[src/rtl/expu_pkg.sv]
// -----------------------------------------------------------------------------
// expu_pkg
//
// Shared definitions for the EXPU mantissa-correction stage.
//   - Default fraction widths of the fixed-point grids.
//   - Real-valued reference constants (beta, gamma1, gamma2) of the
//     two-segment approximation of 2^x - 1.
//   - quantize(): round-to-nearest of a real onto a given fraction width,
//     evaluated at elaboration time to produce the integer constants.
//   - max_int(): small helper for width arithmetic.
// -----------------------------------------------------------------------------
package expu_pkg;

  // Default fraction widths
  localparam int INPUT_FRACTION_DEF       = 7;
  localparam int COEFFICIENT_FRACTION_DEF = 4;
  localparam int CONSTANT_FRACTION_DEF    = 7;
  localparam int MUL_SURPLUS_BITS_DEF     = 1;
  localparam int NOT_SURPLUS_BITS_DEF     = 0;

  // Reference constants of the polynomial
  localparam real BETA_REAL   = 0.4375;    // 7/16
  localparam real GAMMA1_REAL = 3.296875;
  localparam real GAMMA2_REAL = 2.171875;

  // Segment select encoding (MSB of the fraction)
  typedef enum logic {
    SEG_LOW  = 1'b0,   // x <  0.5
    SEG_HIGH = 1'b1    // x >= 0.5
  } expu_seg_e;

  // Round a non-negative real to nearest on a grid with 'frac' fraction bits.
  // Returns the integer code (value * 2^frac).
  function automatic int quantize(input real value, input int frac);
    real scale;
    scale = 1.0;
    for (int i = 0; i < frac; i++) begin
      scale = scale * 2.0;
    end
    return $rtoi(value * scale + 0.5);
  endfunction

  function automatic int max_int(input int a, input int b);
    return (a > b) ? a : b;
  endfunction

endpackage

[src/rtl/expu_correction_poly.sv]
// -----------------------------------------------------------------------------
// expu_correction_poly
//
// Combinational two-segment approximation of 2^x - 1, x in [0,1).
// The datapath is split into a front end (fraction -> q, segment) and a back
// end (q, segment -> result) so the parent can optionally register between
// them without changing the arithmetic.
//
// Ports:
//   mantissa_i [IF-1:0]  fraction x (Q0.IF)
//   q_o        [W+1:0]   beta * p, Q2.W (W = IF + MUL_SURPLUS_BITS)
//   seg_o                segment of x (MSB of x)
//   q_i        [W+1:0]   q fed back from the parent (direct or registered)
//   seg_i                segment matching q_i
//   result_o   [IF-1:0]  corrected mantissa, Q0.IF
// -----------------------------------------------------------------------------
module expu_correction_poly
  import expu_pkg::*;
#(
  parameter int INPUT_FRACTION       = INPUT_FRACTION_DEF,
  parameter int COEFFICIENT_FRACTION = COEFFICIENT_FRACTION_DEF,
  parameter int CONSTANT_FRACTION    = CONSTANT_FRACTION_DEF,
  parameter int MUL_SURPLUS_BITS     = MUL_SURPLUS_BITS_DEF,
  parameter int NOT_SURPLUS_BITS     = NOT_SURPLUS_BITS_DEF,
  localparam int W  = INPUT_FRACTION + MUL_SURPLUS_BITS,
  localparam int QW = W + 2
) (
  input  logic [INPUT_FRACTION-1:0] mantissa_i,
  output logic [QW-1:0]             q_o,
  output logic                      seg_o,
  input  logic [QW-1:0]             q_i,
  input  logic                      seg_i,
  output logic [INPUT_FRACTION-1:0] result_o
);

  localparam int IF = INPUT_FRACTION;
  localparam int NS = NOT_SURPLUS_BITS;
  localparam int MS = MUL_SURPLUS_BITS;
  localparam int CF = COEFFICIENT_FRACTION;

  // s is formed on a common grid wide enough for both x and the gammas.
  localparam int SF = max_int(IF, CONSTANT_FRACTION);
  localparam int SW = SF + 2;          // s < 4 in both segments
  // Multiplier operand a carries NS extra fraction bits (NOT-domain grid).
  localparam int AW = IF + NS;
  localparam int MW = AW + SW;         // full product width
  localparam int QM = QW + CF;         // beta product width

  localparam int G1   = quantize(GAMMA1_REAL, CONSTANT_FRACTION);
  localparam int G2   = quantize(GAMMA2_REAL, CONSTANT_FRACTION);
  localparam int BETA = quantize(BETA_REAL, CF);

  // ---------------------------------------------------------------------------
  // Front end
  // ---------------------------------------------------------------------------
  logic [SW-1:0] x_al;
  logic [SW-1:0] g1_al;
  logic [SW-1:0] g2_al;
  logic [SW-1:0] s_sel;
  logic [AW-1:0] x_sh;
  logic [AW-1:0] a_sel;
  logic [MW-1:0] prod;
  logic [QW-1:0] p;
  logic [QM-1:0] q_prod;
  logic          seg;

  assign seg   = mantissa_i[IF-1];
  assign x_al  = SW'(mantissa_i) << (SF - IF);
  assign g1_al = SW'(G1) << (SF - CONSTANT_FRACTION);
  assign g2_al = SW'(G2) << (SF - CONSTANT_FRACTION);
  assign s_sel = (seg == SEG_HIGH) ? (x_al + g2_al) : (x_al + g1_al);

  // Segment 1 multiplies by x, segment 2 by NOT(x): both expressed on the
  // same Q0.(IF+NS) grid so one multiplier and one truncation serve both.
  // Inverting the zero-extended x sets the NS low bits, giving 1 - x - ulp.
  assign x_sh  = AW'(mantissa_i) << NS;
  assign a_sel = (seg == SEG_HIGH) ? ~x_sh : x_sh;

  assign prod   = MW'(a_sel) * MW'(s_sel);
  assign p      = QW'(prod >> (AW + SF - W));
  assign q_prod = QM'(p) * QM'(BETA);

  assign q_o   = QW'(q_prod >> CF);
  assign seg_o = seg;

  // ---------------------------------------------------------------------------
  // Back end
  // ---------------------------------------------------------------------------
  logic [IF-1:0] r_low;
  logic [AW-1:0] q_trunc;
  logic [AW-1:0] q_inv;
  logic [IF-1:0] r_high;

  // Segment 1: q/2 truncated to IF bits, i.e. drop MS+1 fraction bits.
  assign r_low = IF'(q_i >> (MS + 1));

  // Segment 2: truncate q to IF+NS fraction bits, invert, keep top IF bits.
  generate
    if (MS >= NS) begin : g_trunc_down
      assign q_trunc = AW'(q_i >> (MS - NS));
    end else begin : g_trunc_up
      assign q_trunc = AW'(q_i << (NS - MS));
    end
  endgenerate

  assign q_inv  = ~q_trunc;
  assign r_high = IF'(q_inv >> NS);

  assign result_o = (seg_i == SEG_HIGH) ? r_high : r_low;

endmodule

[src/rtl/expu_correction_unit.sv]
// -----------------------------------------------------------------------------
// expu_correction_unit
//
// Registered mantissa-correction stage of the EXPU: returns an approximation
// of 2^x - 1 for the fraction x on the same Q0.INPUT_FRACTION grid.
//
// Build option:
//   EXPU_CORRECTION_PIPE_EN  defined   -> extra register after q, latency 2
//                            undefined -> single output register, latency 1
//   Numerical results are identical in both builds.
//
// Ports:
//   clk_i                       clock, rising edge
//   rst_i                       synchronous active-high reset
//   valid_i                     mantissa_i valid this cycle
//   mantissa_i [IF-1:0]         fraction x
//   valid_o                     corrected_mantissa_o valid
//   corrected_mantissa_o [IF-1:0] approximation of 2^x - 1
//
// Data registers load only on their stage's valid and hold otherwise; reset
// clears every stage and dominates valid_i.
// -----------------------------------------------------------------------------
module expu_correction_unit
  import expu_pkg::*;
#(
  parameter int INPUT_FRACTION       = INPUT_FRACTION_DEF,
  parameter int COEFFICIENT_FRACTION = COEFFICIENT_FRACTION_DEF,
  parameter int CONSTANT_FRACTION    = CONSTANT_FRACTION_DEF,
  parameter int MUL_SURPLUS_BITS     = MUL_SURPLUS_BITS_DEF,
  parameter int NOT_SURPLUS_BITS     = NOT_SURPLUS_BITS_DEF
) (
  input  logic                      clk_i,
  input  logic                      rst_i,
  input  logic                      valid_i,
  input  logic [INPUT_FRACTION-1:0] mantissa_i,
  output logic                      valid_o,
  output logic [INPUT_FRACTION-1:0] corrected_mantissa_o
);

  localparam int W  = INPUT_FRACTION + MUL_SURPLUS_BITS;
  localparam int QW = W + 2;

  logic [QW-1:0]             q_front;
  logic                      seg_front;
  logic [QW-1:0]             q_back;
  logic                      seg_back;
  logic                      valid_back;
  logic [INPUT_FRACTION-1:0] result;

  expu_correction_poly #(
    .INPUT_FRACTION       (INPUT_FRACTION),
    .COEFFICIENT_FRACTION (COEFFICIENT_FRACTION),
    .CONSTANT_FRACTION    (CONSTANT_FRACTION),
    .MUL_SURPLUS_BITS     (MUL_SURPLUS_BITS),
    .NOT_SURPLUS_BITS     (NOT_SURPLUS_BITS)
  ) u_poly (
    .mantissa_i (mantissa_i),
    .q_o        (q_front),
    .seg_o      (seg_front),
    .q_i        (q_back),
    .seg_i      (seg_back),
    .result_o   (result)
  );

`ifdef EXPU_CORRECTION_PIPE_EN
  // Pipe stage between the multipliers and the shift/inversion back end.
  logic [QW-1:0] q_reg;
  logic          seg_reg;
  logic          pipe_valid_reg;

  always_ff @(posedge clk_i) begin
    if (rst_i) begin
      q_reg          <= '0;
      seg_reg        <= 1'b0;
      pipe_valid_reg <= 1'b0;
    end else begin
      pipe_valid_reg <= valid_i;
      if (valid_i) begin
        q_reg   <= q_front;
        seg_reg <= seg_front;
      end
    end
  end

  assign q_back     = q_reg;
  assign seg_back   = seg_reg;
  assign valid_back = pipe_valid_reg;
`else
  assign q_back     = q_front;
  assign seg_back   = seg_front;
  assign valid_back = valid_i;
`endif

  // Output register
  logic                      valid_reg;
  logic [INPUT_FRACTION-1:0] corr_reg;

  always_ff @(posedge clk_i) begin
    if (rst_i) begin
      valid_reg <= 1'b0;
      corr_reg  <= '0;
    end else begin
      valid_reg <= valid_back;
      if (valid_back) begin
        corr_reg <= result;
      end
    end
  end

  assign valid_o              = valid_reg;
  assign corrected_mantissa_o = corr_reg;

endmodule

[config.mk]
export PLATFORM = sky130hd
export DESIGN_NAME = expu_correction_unit
export DESIGN_NICKNAME = d
export VERILOG_FILES = /design/src/rtl/expu_pkg.sv /design/src/rtl/expu_correction_poly.sv /design/src/rtl/expu_correction_unit.sv
export SDC_FILE = /design/constraint.sdc
export NUM_CORES = 1
export LEC_CHECK = 0
export ABC_CLOCK_PERIOD_IN_PS = 11780
export BUFFER_PORTS_ARGS = -buffer_cell sky130_fd_sc_hd__buf_2
export CORE_ASPECT_RATIO = 1.1
export CORE_UTILIZATION = 55
export DETAILED_ROUTE_END_ITERATION = 12
export GPL_TIMING_DRIVEN = 0
export PLACE_DENSITY = 0.85
export RECOVER_POWER = 25
export SETUP_SLACK_MARGIN = 0.5
export SLEW_MARGIN = 10
export SYNTH_ARGS = -nofsm -noshare
export SYNTH_HDL_FRONTEND = slang
export SYNTH_SLANG_ARGS = --single-unit
[constraint.sdc]
create_clock -name clk_i -period 11.78 [get_ports clk_i]
set_input_delay 2.356 -clock clk_i [delete_from_list [all_inputs] [get_ports clk_i]]
set_output_delay 2.356 -clock clk_i [all_outputs]
set_load 0.01 [all_outputs]
# Yosys cells after proc, flatten, opt, wreduce, memory -nomap -nowiden
# Index checks and enable logic that the tools add are counted.
totals:
  regBits: 8
  in_bits: 10
  out_inout_bits: 8
  elab_cells: 11
op_classes:
  addsub: 2
  mul: 2
  muxes: 3
  bitwise_logic: 2
op_table:
  columns: ["cell", "n"]
  rows:
  - ["$mul A7 B9 Y16", 1]
  - ["$mux W7", 2]
  - ["$not A7 Y7", 2]
  - ["$mul A10 B3 Y13 const B", 1]
  - ["$add A7 B9 Y9 const B", 1]
  - ["$add A8 B8 Y9 const B", 1]
  - ["$mux W9", 1]

# Logic depth before layout (Yosys ltp)
depth:
  word_depth: 6
  mapped_depth: 31
  ltp_nobuf: 31

# By module
# Synthesis repeated with hierarchy kept, for this count alone.
hier_totals:
  hier_cells: 383
  area_unflattened_um2: 3130.5
by_module_without_submodules:
  columns: ["mod", "instances", "cells_per_inst", "area_per_inst_um2", "seq_area_each_um2"]
  rows:
  - ["expu_correction_poly", 1, 358, 2852.7, 0.0]
  - ["expu_correction_unit", 1, 25, 277.8, 160.2]

# Least setup slack after synthesis
# Ideal clock, no wire load.
synth_timing:
  path_type: "input to register"
  from: "in mantissa_i[6]"
  to: "reg corr_reg[3], in the netlist corrected_mantissa_o[3]"
  setup_time_ns: 0.070
  t_arrival_ns: 9.203
  t_required_ns: 11.710
  slack_ns: 2.506
  stages: 29
  path_buffers: 2
  path_cell_list: "clkbuf_1 -> inv_1 -> clkbuf_1 -> ha_1 -> inv_1 -> nor2_1 -> fa_1 -> inv_1 -> fa_1 -> inv_1 -> fa_1 -> inv_1 -> fa_1 -> inv_1 -> ha_1 -> a21o_1 -> a21oi_1 -> o2bb2ai_2 -> a21oi_1 -> xnor2_1 -> xor2_1 -> ha_1 -> ha_1 -> a21o_1 -> and2_4 -> or4_4 -> and3_1 -> a2111oi_0 -> o21bai_1"
synth_via:
  elab_chain_cells: 6
  elab_cells_between_ends: 9
  cone_classes: "add/sub (2); mul (2); mux (3); bitwise (2)"
synth_rtl:
  columns: ["element", "line_no", "source"]
  rows:
  - ["start, declared", "expu_correction_unit.sv:35", "input logic [INPUT_FRACTION-1:0] mantissa_i,"]
  - ["$add A7 B9 Y9, or another cell as far along", "expu_correction_poly.sv:71", "assign s_sel = (seg == SEG_HIGH) ? (x_al + g2_al) : (x_al + g1_al);"]
  - ["$mux W9 / $mux W7 (equally long branches)", "expu_correction_poly.sv:71, expu_correction_poly.sv:77", null]
  - ["$mul A7 B9 Y16", "expu_correction_poly.sv:79", "assign prod = MW'(a_sel) * MW'(s_sel);"]
  - ["$mul A10 B3 Y13", "expu_correction_poly.sv:81", "assign q_prod = QM'(p) * QM'(BETA);"]
  - ["$not A7 Y7", "expu_correction_poly.sv:106", "assign q_inv = ~q_trunc;"]
  - ["$mux W7 (*)", "expu_correction_poly.sv:109", "assign result_o = (seg_i == SEG_HIGH) ? r_high : r_low;"]
  - ["end signal, assigned", "expu_correction_unit.sv:105", "corr_reg <= result;"]
  - ["end, declared", "expu_correction_unit.sv:96", "logic [INPUT_FRACTION-1:0] corr_reg;"]
# Every way passes the cells marked *; elsewhere a longest branch is shown, timed or not.
# A chain may end at the register's enable or synchronous reset.

# Final worst setup path
# Same ends and word-level chain as after synthesis.

==> impl_results.md <==
* Status: complete, no violations
* Met2 Use GR at 0.4000
* CTS Sinks at 8
* WP buf/inv at 9
* Synth Instances at 356
* Slew of the pin with the lowest slew margin at slightly below 800 ps
* Diodes inserted at 0
* Final min period at 10280 ps
* CORE AREA at approximately 5100 sq um
* Critical path's largest stage delay at 530 ps
* Port Buffers at 12
* DIE WIDTH at 71.83 um
* CTS tree: built
* Syn nets at 455
* Largest net degree at the start of global routing at 11
* I/O Pins at 18
* Layout cells sized above 1 at 0.06739
* Vias per cell at 5.634
* Post-cts sizing count at 0
* Final ANT Viol Nets at 0
* Total wire length at between 5000 and 6000 um
* Top-count cell post-synth: inv_1
* Mean Syn Cell Area at a little over 8 sq um
* Vias in the first global route at between 2000 and 2500
* Max Slew Vio Count at 0
* Post-synthesis cell type count at 52
* Crit path launch type: input port
* Worst Path Max Fanout at 10
* Gr ovfl total at 0
* Antenna violations before repair at 0
* CTS Hold Bufs at 0
* Starting DRT DRC Count at 113
* Detail Placement HPWL at 4655 um
* Critical Path RT at 11930 ps
* GP Congestion at between 0.8 and 0.9
* Overall Global Routing Usage at 0.2195
* Area delta synth->final at 5.767%
* Worst-path clk slew at roughly 40 ps
* Wire per inst at 12.92 um
* Synth Warn # at 0
* First-pass DRT Iterations at 4
* Most frequent cells after synthesis: 62 x inv_1, 59 x ha_1, 45 x nor2_1
* Final Hold Vio Count at 0
* Syn Std Cell Area at 2950 sq um
* Top cells by area, synth: ha_1 25%, fa_1 20%, inv_1 7.9%
* M3 GR Usage at 0.02157
* Final worst-path cycle share at 0.8727
* Layout fillers at ~450
* CTS root buf: clkbuf_8
* GRT busiest layer: met2
* EDFF count, synth at 0
* Top cell by count, worst path: inv_1
* RSZ-0062 raised after global routing: no
* Via count at 2417
* Fmax at 97.27 MHz
* DIE HEIGHT at 78.82 um
* Register area share after synthesis at 0.05428
* CP top delay family: adder cells
* Met1 GRT Util at 0.2834
* Initial Util at 0.5822
* Final nets at roughly 470
* DRC Markers at 0
* MaxCap Viol Count at 0
* Slowest CP cell: fa_1
* Fraction of registers with async set or reset after synthesis at 0
* # rows at 27
* Worst hold path type: flop to flop
* Finish-stage setup viols at 0
* WP data arrival at 10430 ps
* Area leader, netlist: ha_1
* Deepest clock path buffer count at 2
* First-pass GRT wire length at 10320 um
* Worst Skew at 0 ps
* Post-CTS Setup Bufs at 0
* Fin Setup TNS at 0 ps
* Htree depth at 1
* Share of the synthesized area in the top cell type at 0.2502
* Synth Flop Type: dfxtp_1
* Crit Path Category: input port to flop
* Clock Latency Late Sink at 220 ps
* Crit end category: flop
* Num CTS Buffers at 3
* Worst rel slew slack at 0.4842
* Yosys reg bits at 8
* Full die area at 5661 sq um
worst paths after layout:
path,start,cells after the start,to,slack (ps)
setup / recovery,mantissa_i[6],30,corrected_mantissa_o[3],1500
hold / removal,corrected_mantissa_o[0],2,corrected_mantissa_o[0],480
setup reg to reg,corrected_mantissa_o[4],3,corrected_mantissa_o[4],10940
hold reg to reg,corrected_mantissa_o[0],2,corrected_mantissa_o[0],480
worst min-delay path: cells and delay by family (launching register included):
family | cells | cell delay (ps)
AO/OA/AOI/OAI | 1 | 50
flip-flops | 1 | 300
AND/OR/NAND/NOR | 1 | 80
state kept, by name (all words and copies together) (netlist names):
signal,cells
corrected_mantissa_o,7
valid_o,1
cells by family (layout without fill, tap and decap cells):
| group | count (synthesis) | in the layout | synth area share |
|---|---|---|---|
| AOI/OAI and AO/OA | 67 | 67 | 0.1624 |
| and+or+nand+nor | 93 | 93 | 0.1510 |
| adders and majority gates | 89 | 89 | 0.4538 |
| muxes | 3 | 3 | 0.01018 |
| buffers and inverters | 71 | 86 | 0.09160 |
| xor gates and xnor gates | 25 | 25 | 0.07676 |
| DFF | 8 | 8 | 0.05428 |
through the flow:
step | cells | cell area, sq um | hold WS, ps | setup WS, ps | util
after detailed placement | 426 | 3083 | 449.7 | 1407 | 0.6084
final | 429 | 3120 | 480.0 | 1500 | 0.6158
after floorplan | 356 | 2950 | 485.2 | 2506 | -
after CTS | 429 | 3124 | 482.5 | 1536 | 0.6165
after global placement | 426 | 3083 | 447.9 | 1496 | 0.6084
after global routing | 429 | 3120 | 508.0 | 863.8 | 0.6158
routing by layer:
layer	part of all wire	vias up	routed length, um
met5	0	-	0
met4	0.013	0	70
met3	0.030	7	169
met2	0.51	43	2807
met1	0.45	1149	2495
li1	-	1218	-
layout make-up:
type                            instances  area, sq um  share of cell area
Timing Repair Buffer                   12        56.30             0.01804
Clock buffer                            3        41.29             0.01323
Tap cell                               58        72.57             0.02326
Inverter                               62        232.7             0.07458
Sequential cell                         8        160.2             0.05132
Buffer                                  9        37.54             0.01203
Multi-Input combinational cell        277         2520              0.8075
cells in the final DEF (no fill, tap or decap), types with 3 or more instances in the layout:
| cell | Yosys | final |
|---|---|---|
| a211oi_1 | 5 | 5 |
| a21o_1 | 11 | 11 |
| a21oi_1 | 15 | 15 |
| a221oi_1 | 3 | 3 |
| a31oi_1 | 3 | 3 |
| and3_1 | 5 | 5 |
| buf_2 | 0 | 9 |
| clkbuf_1 | 8 | 11 |
| clkbuf_8 | 0 | 3 |
| dfxtp_1 | 8 | 8 |
| fa_1 | 30 | 30 |
| ha_1 | 59 | 59 |
| inv_1 | 62 | 62 |
| mux2i_1 | 3 | 3 |
| nand2_1 | 16 | 16 |
| nand2b_1 | 9 | 9 |
| nor2_1 | 45 | 45 |
| nor2b_1 | 5 | 5 |
| o21ai_0 | 9 | 9 |
| o21bai_1 | 3 | 3 |
| xnor2_1 | 12 | 12 |
| xor2_1 | 12 | 12 |
Power is not shown: default switching activity piles up to over one toggle a cycle in this logic, so the estimate is an artifact.
